## config.mk

```make
export PLATFORM = sky130hd
export DESIGN_NAME = hormado_scheduler
export DESIGN_NICKNAME = d
export VERILOG_FILES = /design/src/rtl/hormado_scheduler.sv
export SDC_FILE = /design/constraint.sdc
export NUM_CORES = 1
export LEC_CHECK = 0
export ABC_AREA = 1
export BUFFER_PORTS_ARGS = -buffer_cell sky130_fd_sc_hd__buf_2
export CAP_MARGIN = 20
export CORE_UTILIZATION = 40
export CTS_BUF_LIST = sky130_fd_sc_hd__clkbuf_2
export CTS_CLUSTER_DIAMETER = 30
export CTS_CLUSTER_SIZE = 24
export DETAILED_ROUTE_END_ITERATION = 6
export GPL_TIMING_DRIVEN = 1
export SLEW_MARGIN = 15
export SYNTH_ARGS = -nofsm -noshare
export SYNTH_HDL_FRONTEND = slang
export SYNTH_SLANG_ARGS = --single-unit
```

## constraint.sdc

```tcl
create_clock -name clk -period 3.23 [get_ports clk]
set_clock_uncertainty 0.2 [all_clocks]
set_input_delay 0.646 -clock clk [delete_from_list [all_inputs] [get_ports clk]]
set_output_delay 0.646 -clock clk [all_outputs]
set_load 0.005 [all_outputs]
```

## src/rtl/hormado_scheduler.sv

```systemverilog
// Round-robin arbiter and sequencer for the shared hormado station: validates recipe, runs FORM/COOL dwell, reports done/rej.
// Optional abort input (FORM/COOL -> IDLE with rej) compiled in when HORMADO_ABORT_EN is defined.
module hormado_scheduler #(
   parameter int NREQ  = 3,
   parameter int TFORM = 8,
   parameter int TCOOL = 2,
   parameter int CW    = 8
) (
   input  logic              clk,
   input  logic              reset,
   input  logic [NREQ-1:0]   req,
   input  logic [2*NREQ-1:0] pls,
   input  logic [3*NREQ-1:0] typ,
   input  logic              stop,
`ifdef HORMADO_ABORT_EN
   input  logic              abort,
`endif
   output logic [NREQ-1:0]   gnt,
   output logic              ph,
   output logic              busy,
   output logic [NREQ-1:0]   rej,
   output logic [NREQ-1:0]   done,
   output logic [CW-1:0]     count
);

   localparam int IW   = (NREQ > 1) ? $clog2(NREQ) : 1;
   localparam int TMAX = (TFORM > TCOOL) ? TFORM : TCOOL;
   localparam int TW   = $clog2(TMAX + 1);
   localparam logic [TW-1:0] FORM_LAST = TW'(TFORM - 1);
   localparam logic [TW-1:0] COOL_LAST = TW'(TCOOL - 1);

   typedef enum logic [1:0] {IDLE, FORM, COOL, DONE} state_t;

   state_t            state_q, state_d;
   logic [IW-1:0]     idx_q, idx_d;
   logic [IW-1:0]     ptr_q, ptr_d;
   logic [TW-1:0]     tmr_q, tmr_d;
   logic [NREQ-1:0]   gnt_q, gnt_d;
   logic              ph_q, ph_d;
   logic              busy_q, busy_d;
   logic [NREQ-1:0]   rej_q, rej_d;
   logic [NREQ-1:0]   done_q, done_d;
   logic [CW-1:0]     count_q, count_d;

   logic              win_vld;
   logic [IW-1:0]     win_idx;
   logic              win_ok;
   logic [NREQ-1:0]   win_oh;
   logic [NREQ-1:0]   idx_oh;
   int                j;

   function automatic logic recipe_ok(input logic [1:0] p, input logic [2:0] t);
      case ({p, t})
         5'b01_001, 5'b10_001, 5'b01_010, 5'b01_100, 5'b10_100: recipe_ok = 1'b1;
         default:                                               recipe_ok = 1'b0;
      endcase
   endfunction

   function automatic logic [IW-1:0] next_ptr(input logic [IW-1:0] i);
      next_ptr = (int'(i) == NREQ - 1) ? '0 : i + IW'(1);
   endfunction

   // First requesting line at or after the pointer, wrapping.
   always_comb begin
      win_vld = 1'b0;
      win_idx = '0;
      j       = 0;
      for (int k = 0; k < NREQ; k++) begin
         j = int'(ptr_q) + k;
         if (j >= NREQ) j = j - NREQ;
         if (!win_vld && req[j]) begin
            win_vld = 1'b1;
            win_idx = IW'(j);
         end
      end
   end

   assign win_ok = recipe_ok(pls[2*int'(win_idx) +: 2], typ[3*int'(win_idx) +: 3]);
   assign win_oh = NREQ'(1) << win_idx;
   assign idx_oh = NREQ'(1) << idx_q;

   always_comb begin
      state_d = state_q;
      idx_d   = idx_q;
      ptr_d   = ptr_q;
      tmr_d   = tmr_q;
      gnt_d   = gnt_q;
      ph_d    = ph_q;
      busy_d  = busy_q;
      rej_d   = '0;
      done_d  = '0;
      count_d = count_q;
      case (state_q)
         IDLE: begin
            gnt_d  = '0;
            ph_d   = 1'b0;
            busy_d = 1'b0;
            // A refused line still holds req during its rej cycle; skip that cycle.
            if (!stop && win_vld && (rej_q == '0)) begin
               if (win_ok) begin
                  state_d = FORM;
                  idx_d   = win_idx;
                  gnt_d   = win_oh;
                  ph_d    = 1'b1;
                  busy_d  = 1'b1;
                  tmr_d   = '0;
               end else begin
                  rej_d = win_oh;
                  ptr_d = next_ptr(win_idx);
               end
            end
         end
         FORM: begin
            if (tmr_q == FORM_LAST) begin
               state_d = COOL;
               tmr_d   = '0;
               ph_d    = 1'b0;
            end else begin
               tmr_d = tmr_q + TW'(1);
            end
         end
         COOL: begin
            if (tmr_q == COOL_LAST) begin
               state_d = DONE;
               tmr_d   = '0;
               gnt_d   = '0;
               done_d  = idx_oh;
               count_d = count_q + CW'(1);
               ptr_d   = next_ptr(idx_q);
            end else begin
               tmr_d = tmr_q + TW'(1);
            end
         end
         DONE: begin
            state_d = IDLE;
            busy_d  = 1'b0;
         end
         default: state_d = IDLE;
      endcase
`ifdef HORMADO_ABORT_EN
      if (abort && ((state_q == FORM) || (state_q == COOL))) begin
         state_d = IDLE;
         tmr_d   = '0;
         gnt_d   = '0;
         ph_d    = 1'b0;
         busy_d  = 1'b0;
         rej_d   = idx_oh;
         done_d  = '0;
         count_d = count_q;
         ptr_d   = next_ptr(idx_q);
      end
`endif
   end

   always_ff @(posedge clk) begin
      if (!reset) begin
         state_q <= IDLE;
         idx_q   <= '0;
         ptr_q   <= '0;
         tmr_q   <= '0;
         gnt_q   <= '0;
         ph_q    <= 1'b0;
         busy_q  <= 1'b0;
         rej_q   <= '0;
         done_q  <= '0;
         count_q <= '0;
      end else begin
         state_q <= state_d;
         idx_q   <= idx_d;
         ptr_q   <= ptr_d;
         tmr_q   <= tmr_d;
         gnt_q   <= gnt_d;
         ph_q    <= ph_d;
         busy_q  <= busy_d;
         rej_q   <= rej_d;
         done_q  <= done_d;
         count_q <= count_d;
      end
   end

   assign gnt   = gnt_q;
   assign ph    = ph_q;
   assign busy  = busy_q;
   assign rej   = rej_q;
   assign done  = done_q;
   assign count = count_q;

endmodule

```

[Yosys cells after proc, flatten, opt, wreduce, memory -nomap -nowiden]
Cells that the tools add are included.
Word-level totals
  bits in latches: 0
  memories kept: 0
  bits in registers: 29
  ROM bits: 0
  logic and storage cells: 117
  RAM bits: 0
Cells by class
  div/mod/pow operators: 0
  bitwise operators: 3
  multiplexer cells: 44
  equal/unequal tests: 17
  $lt $le $gt $ge: 6
  shifts and indexed selects: 4
  reduce and logical (&&, ||, !) cells: 23
  add/sub/neg operators: 9
  multiply operators: 1
Operator list (number)
  $lt 32x4->1 const B: 3
  $mux 32: 3
  $mux 2: 12
  $mux 4: 4
  $eq 5x4->1 const B: 3
  $mux 1: 13
  $pmux 4 s3: 1
  $eq 5x5->1 const B: 2
  $ne 2x2->1 const B: 5
  $mux 3: 3
  $reduce_and 3->1: 3
  $shiftx 9x5->3: 1
  $add 8x1->8 const B: 1
  $eq 2x2->1 const B: 4
  $pmux 2 s4: 1
  $reduce_and 4->1: 2
  $sub 3x2->4 const B: 2
  $bmux 1 s2: 3
  $ge 3x2->1 const B: 2
  $pmux 3 s2: 1
  $reduce_and 2->1: 3
  $reduce_bool 2->1: 3
  $shiftx 6x4->2: 1
  $shl 1x2->3 const A: 2
  20 further kinds: 29

[Longest topological paths before layout]
  word-level depth: 20
  gate-level depth with buffers: 22
  mapped depth without buffers: 22

[Worst setup path after synthesis]
No wires, ideal clock.
  path kind: register to register
  from: reg ptr_q[0]
  to: reg idx_q[0]
  required time: 2.913 ns
  slack: 0.582 ns
  stages on the path, launching flop included: 19
  clock period less this slack: 2.648 ns
  data arrival time: 2.331 ns
  setup time: 0.117 ns
  path buffers: 0
  cell sequence: dfxtp_1 -> inv_1 -> ha_1 -> inv_2 -> nand2_1 -> nand3_1 -> nand2_1 -> nand3_1 -> nand2_2 -> nor2_8 -> clkinv_4 -> nand2_1 -> nand2_2 -> nor2_1 -> nand3_2 -> nand3_4 -> nand3_2 -> nor3_1 -> nor2_1
On the way
  word-level cells in the longest chain between the ends: 18
RTL lines
  start, declared: RTL line 36  | logic [IW-1:0] ptr_q, ptr_d;
  start signal, assigned: RTL line 170  | ptr_q <= ptr_d;
  branches (longest 18 deep; another with $sub 3x2->4)
  end signal, assigned: RTL line 169  | idx_q <= idx_d;
  end, declared: RTL line 35  | logic [IW-1:0] idx_q, idx_d;
Parallel ways; which one is timed is not known. The select of a mux whose other input is x is not followed.
A chain may end at the register's enable or synchronous reset.

[Final worst setup path]
  from: reg ptr_q[0]
  to: reg ptr_q[1]
On the way
  word-level cells in the longest chain between the ends: 19
RTL lines
  branches (longest 19 deep; another with $sub 3x2->4)
Parallel ways; which one is timed is not known. The select of a mux whose other input is x is not followed.

==> PnR_summary.wiki <==
{| class="wikitable"
! Metric !! Value
|-
| Outcome || complete, no violations
|-
| Cts bufs inserted || 5
|-
| Gate power share || 58.9%
|-
| Cell chain of the critical path || inv_1 > ha_2 > inv_2 > nand2_1 > nand3_1 > nand2_2 > nand2_2 > clkinv_2 > nand3_4 > nand2_4 > nand2_1 > nand3_1 > nand2_1 > nor3_2 > nand2_2 > nand3_4 > nand2_2 > nand2_1 > nand2_1 > a21oi_2
|-
| WL per Instance || between 10 and 15 um
|-
| Required time at the worst-slack endpoint || 3.32 ns
|-
| Accumulated negative setup slack || 0 ns
|-
| Crit. End Element || flop
|-
| Endpoint with the worst hold slack || busy$_SDFFE_PN0P_
|-
| Final critical path time including I/O delays and setup || 2.852 ns
|-
| Cell Count, Final, Fillers Out || slightly above 400
|-
| Std-Cell Core Area || between 0.004 and 0.005 mm^2
|-
| Setup slack at placement || a little under 0.3 ns
|-
| Final core occ || 48.91%
|-
| RSZ-0062 raised after global routing || no
|-
| Commonest non-fill, non-tap cells in the layout || 64 x sky130_fd_sc_hd__nand2_1, 39 x sky130_fd_sc_hd__buf_2, 35 x sky130_fd_sc_hd__inv_1, 30 x sky130_fd_sc_hd__nor2_1, 29 x sky130_fd_sc_hd__dfxtp_1
|-
| Final HPWL DP || around 3500 um
|-
| Reg power frac || around a quarter
|-
| Buffer depth of the longest clock path || 2
|-
| Net switching share of the total power || 48.70%
|-
| Share of the clock period used by the worst path after layout || between 80 and 90%
|-
| Sequential area share after synthesis || roughly 29%
|-
| Average footprint of a synthesized cell || about 7 um^2
|-
| Total of max-cap violations || 0
|-
| Buffering stage count on the worst path with inverters included || 3
|-
| Inst Count DP || roughly 400
|-
| Number of unique standard cell types used by synthesis || 35
|-
| Max VDD drop || around 0.3 mV
|-
| Worst-Margin Slew || 0.5344 ns
|-
| Number of pins exceeding their max-slew limit in the final report || 0
|-
| Final #Nets || around 370
|-
| Slowest stage delay, CP || approximately 0.40 ns
|-
| ANT nets after route || 0
|-
| Routed wire length || around 4500 um
|-
| Quantity of gates resized following cts || 0
|-
| Minimum hold slack || 0.2761 ns
|-
| I/O Buffers || 39
|-
| Setup Fix Bufs, Post-CTS || 0
|-
| Clock slew at reported path FFs || 0.15 ns
|-
| Portion of total power attributed to the clock network || ~15%
|-
| CP startpoint kind || flop
|-
| DRC errors left || 0
|-
| Die Area || between 0.005 and 0.006 mm^2
|-
| Ys flop type || sky130_fd_sc_hd__dfxtp_1
|-
| Clock tree from TritonCTS || done
|-
| Clock root cell || sky130_fd_sc_hd__clkbuf_2
|-
| Crit path kind || reg -> reg
|-
| Count of clock tree sinks || 29
|-
| Maximum number of pins on one net before global-route repair || 14
|-
| RR Startpoint || ptr_q[0]$_SDFFE_PN0P_
|-
| Standard cell with the maximum stage delay on the critical path || sky130_fd_sc_hd__dfxtp_1
|-
| Count of pins on the block boundary || 40
|-
| Worst Reg2Reg Path Length in Cells || 20
|-
| DRC marker count from the first detailed-route iteration || 68
|-
| Crit path max fanout || 9
|-
| Hold path depth || 2
|-
| Total number of yosys warnings || 0
|-
| Number of enable flip-flop cells after synthesis || 0
|-
| All-Layer GR Usage || 18.03%
|-
| Antenna violations before repair || 0
|-
| Net count after synthesis || about 330
|-
| Vias in the first global route || approximately 1700
|-
| Switching power summed over all nets || approximately 0.82 mW
|-
| Library cell appearing most often on the critical path || sky130_fd_sc_hd__nand2_1
|-
| Kind of cell adding the most delay to the critical path || simple AND/OR/NAND/NOR gates
|-
| CTS Hold Buffers Added || 0
|-
| Skew-Pair Late Insertion Delay || between 0.3 and 0.4 ns
|-
| Highest attainable clock frequency || ~350 MHz
|-
| Area delta synth->final || 15.95%
|-
| Number of antenna cells inserted || 0
|-
| End of the worst register-to-register path || ptr_q[1]$_SDFFE_PN0P_
|-
| Async set or reset register ratio after synthesis || 0%
|-
| Initial core utilization || between 40 and 50%
|-
| Cell internal pwr || 0.8592 mW
|-
| Fraction of layout instances using a drive strength above 1 || roughly 29%
|-
| Global-route wire length before repair || between 7000 and 8000 um
|-
| Most frequent standard cell in the layout excluding fill and tap cells || sky130_fd_sc_hd__nand2_1
|-
| Ratio of total power to cell area || a little over 700 mW/mm^2
|-
| First drt pass iteration count || 4
|-
| Number of levels the H-tree was split into || 2
|-
| Final-report hold violation count || 0
|-
| Setup slack on the worst flop-to-flop path || between 0.3 and 0.4 ns
|-
| Final global-route overflow total || 0
|-
| Cell leakage power || 1.150 nW
|-
| Final Wtd Congestion || 0.8584
|-
| Chip Width || roughly 73 um
|-
| Synth Cell Area || 0.002032 mm^2
|-
| Number of placement rows || 25
|-
| Hold Path Origin || busy$_SDFFE_PN0P_
|-
| # fillers || roughly 520
|-
| Via density || ~4.8
|-
| Final worst setup slack || 0.3777 ns
|-
| Data arrival, critical path || between 2 and 3 ns
|-
| Worst slew margin relative to its limit || between 60% and 70%
|-
| Path category of the worst min-delay check || reg -> reg
|-
| Chip Height || 73.28 um
|-
| Vias post-DR || about 1900
|-
| Final setup vio count || 0
|-
| Post-synthesis cell count || between 200 and 300
|-
| Seq cells post-synth || 29
|}
[synthesized netlist by cell type, types with 7 or more instances]
| master | number | area share, % |
|---|---|---|
| sky130_fd_sc_hd__nand2_1 | 64 | 12 |
| sky130_fd_sc_hd__nor2_1 | 30 | 5.5 |
| sky130_fd_sc_hd__dfxtp_1 | 29 | 29 |
| sky130_fd_sc_hd__o21ai_0 | 8 | 2.0 |
| sky130_fd_sc_hd__a21oi_1 | 16 | 3.9 |
| sky130_fd_sc_hd__nand4_1 | 7 | 2.2 |
| sky130_fd_sc_hd__nand3_2 | 7 | 3.4 |
| sky130_fd_sc_hd__nand3_1 | 25 | 6.2 |
| sky130_fd_sc_hd__nand2_2 | 18 | 5.5 |
| sky130_fd_sc_hd__inv_1 | 35 | 6.5 |
| sky130_fd_sc_hd__ha_1 | 12 | 7.4 |
| sky130_fd_sc_hd__inv_2 | 8 | 1.5 |
[routing by layer]
metal  global-route usage [%]  vias to the layer above  part of all wire, %
met5                        0                        -                    0
met1                    23.97                      839                   50
met3                    4.527                        2                  5.9
li1                         -                     1024                    -
met4                    4.575                        0                 0.61
met2                    29.12                       60                   44
[power by group through the flow]
stage	sequential, mW	clock [mW]	combinational [mW]
floorplan	0.440	0	0.798
global placement	0.444	0	0.984
detailed placement	0.445	0	0.983
CTS	0.437	0.260	0.991
global route	0.445	0.273	1.12
finish	0.437	0.251	0.987
[per-stage QoR]
stage / area, um^2 / power (mW)
CTS: 2354 / 1.689
global placement: 2293 / 1.428
detailed placement: 2293 / 1.427
finish: 2356 / 1.675
global route: 2356 / 1.835
floorplan: 2032 / 1.238
[how the worst max path moves through the flow]
| stage | from | to | slack (ns) | depth (start not counted) |
|---|---|---|---|---|
| finish | ptr_q[0]$_SDFFE_PN0P_ | ptr_q[1]$_SDFFE_PN0P_ | 0.38 | 20 |
| global route | ptr_q[0]$_SDFFE_PN0P_ | ptr_q[1]$_SDFFE_PN0P_ | 0.04 | 20 |
| CTS | ptr_q[0]$_SDFFE_PN0P_ | idx_q[0]$_SDFFE_PN0P_ | 0.25 | 18 |
| detailed placement | ptr_q[0]$_SDFFE_PN0P_ | idx_q[0]$_SDFFE_PN0P_ | 0.29 | 18 |
| global placement | ptr_q[0]$_SDFFE_PN0P_ | idx_q[0]$_SDFFE_PN0P_ | 0.35 | 18 |
| floorplan | ptr_q[0]$_SDFFE_PN0P_ | idx_q[0]$_SDFFE_PN0P_ | 0.58 | 18 |
[state kept, by name, summed over array words and instances (netlist names)]
signal,count
count,8
tmr_q,4
done,3
gnt,3
rej,3
idx_q,2
ptr_q,2
state_q,2
busy,1
ph,1
[cell type report]
class	instances	area [um^2]	share of cell area, %
timing repair buffer	39	195.2	8.285
sequential	29	580.6	24.64
clock buffer	5	25.02	1.062
tap	67	83.83	3.558
multi-input combinational	216	1261	53.53
clock inverter	2	35.03	1.487
inverter	45	175.2	7.435
[tightest hold or removal path: cells and delay by family (launching register included)]
family,cells,cell delay (ns)
AO/OA/AOI/OAI,1,0.06
AND/OR/NAND/NOR,1,0.05
flip-flops,1,0.34
[kinds of logic (layout without fill, tap and decap cells)]
family,after synthesis,count (layout),share of synthesized area (%)
xor+xnor,2,2,0.8622
buf+inv,49,91,9.483
flops,29,29,28.57
simple gates,171,171,45.07
compound gates,31,31,8.621
fa+ha+maj,12,12,7.389
Power figures use the tool's default switching activity.
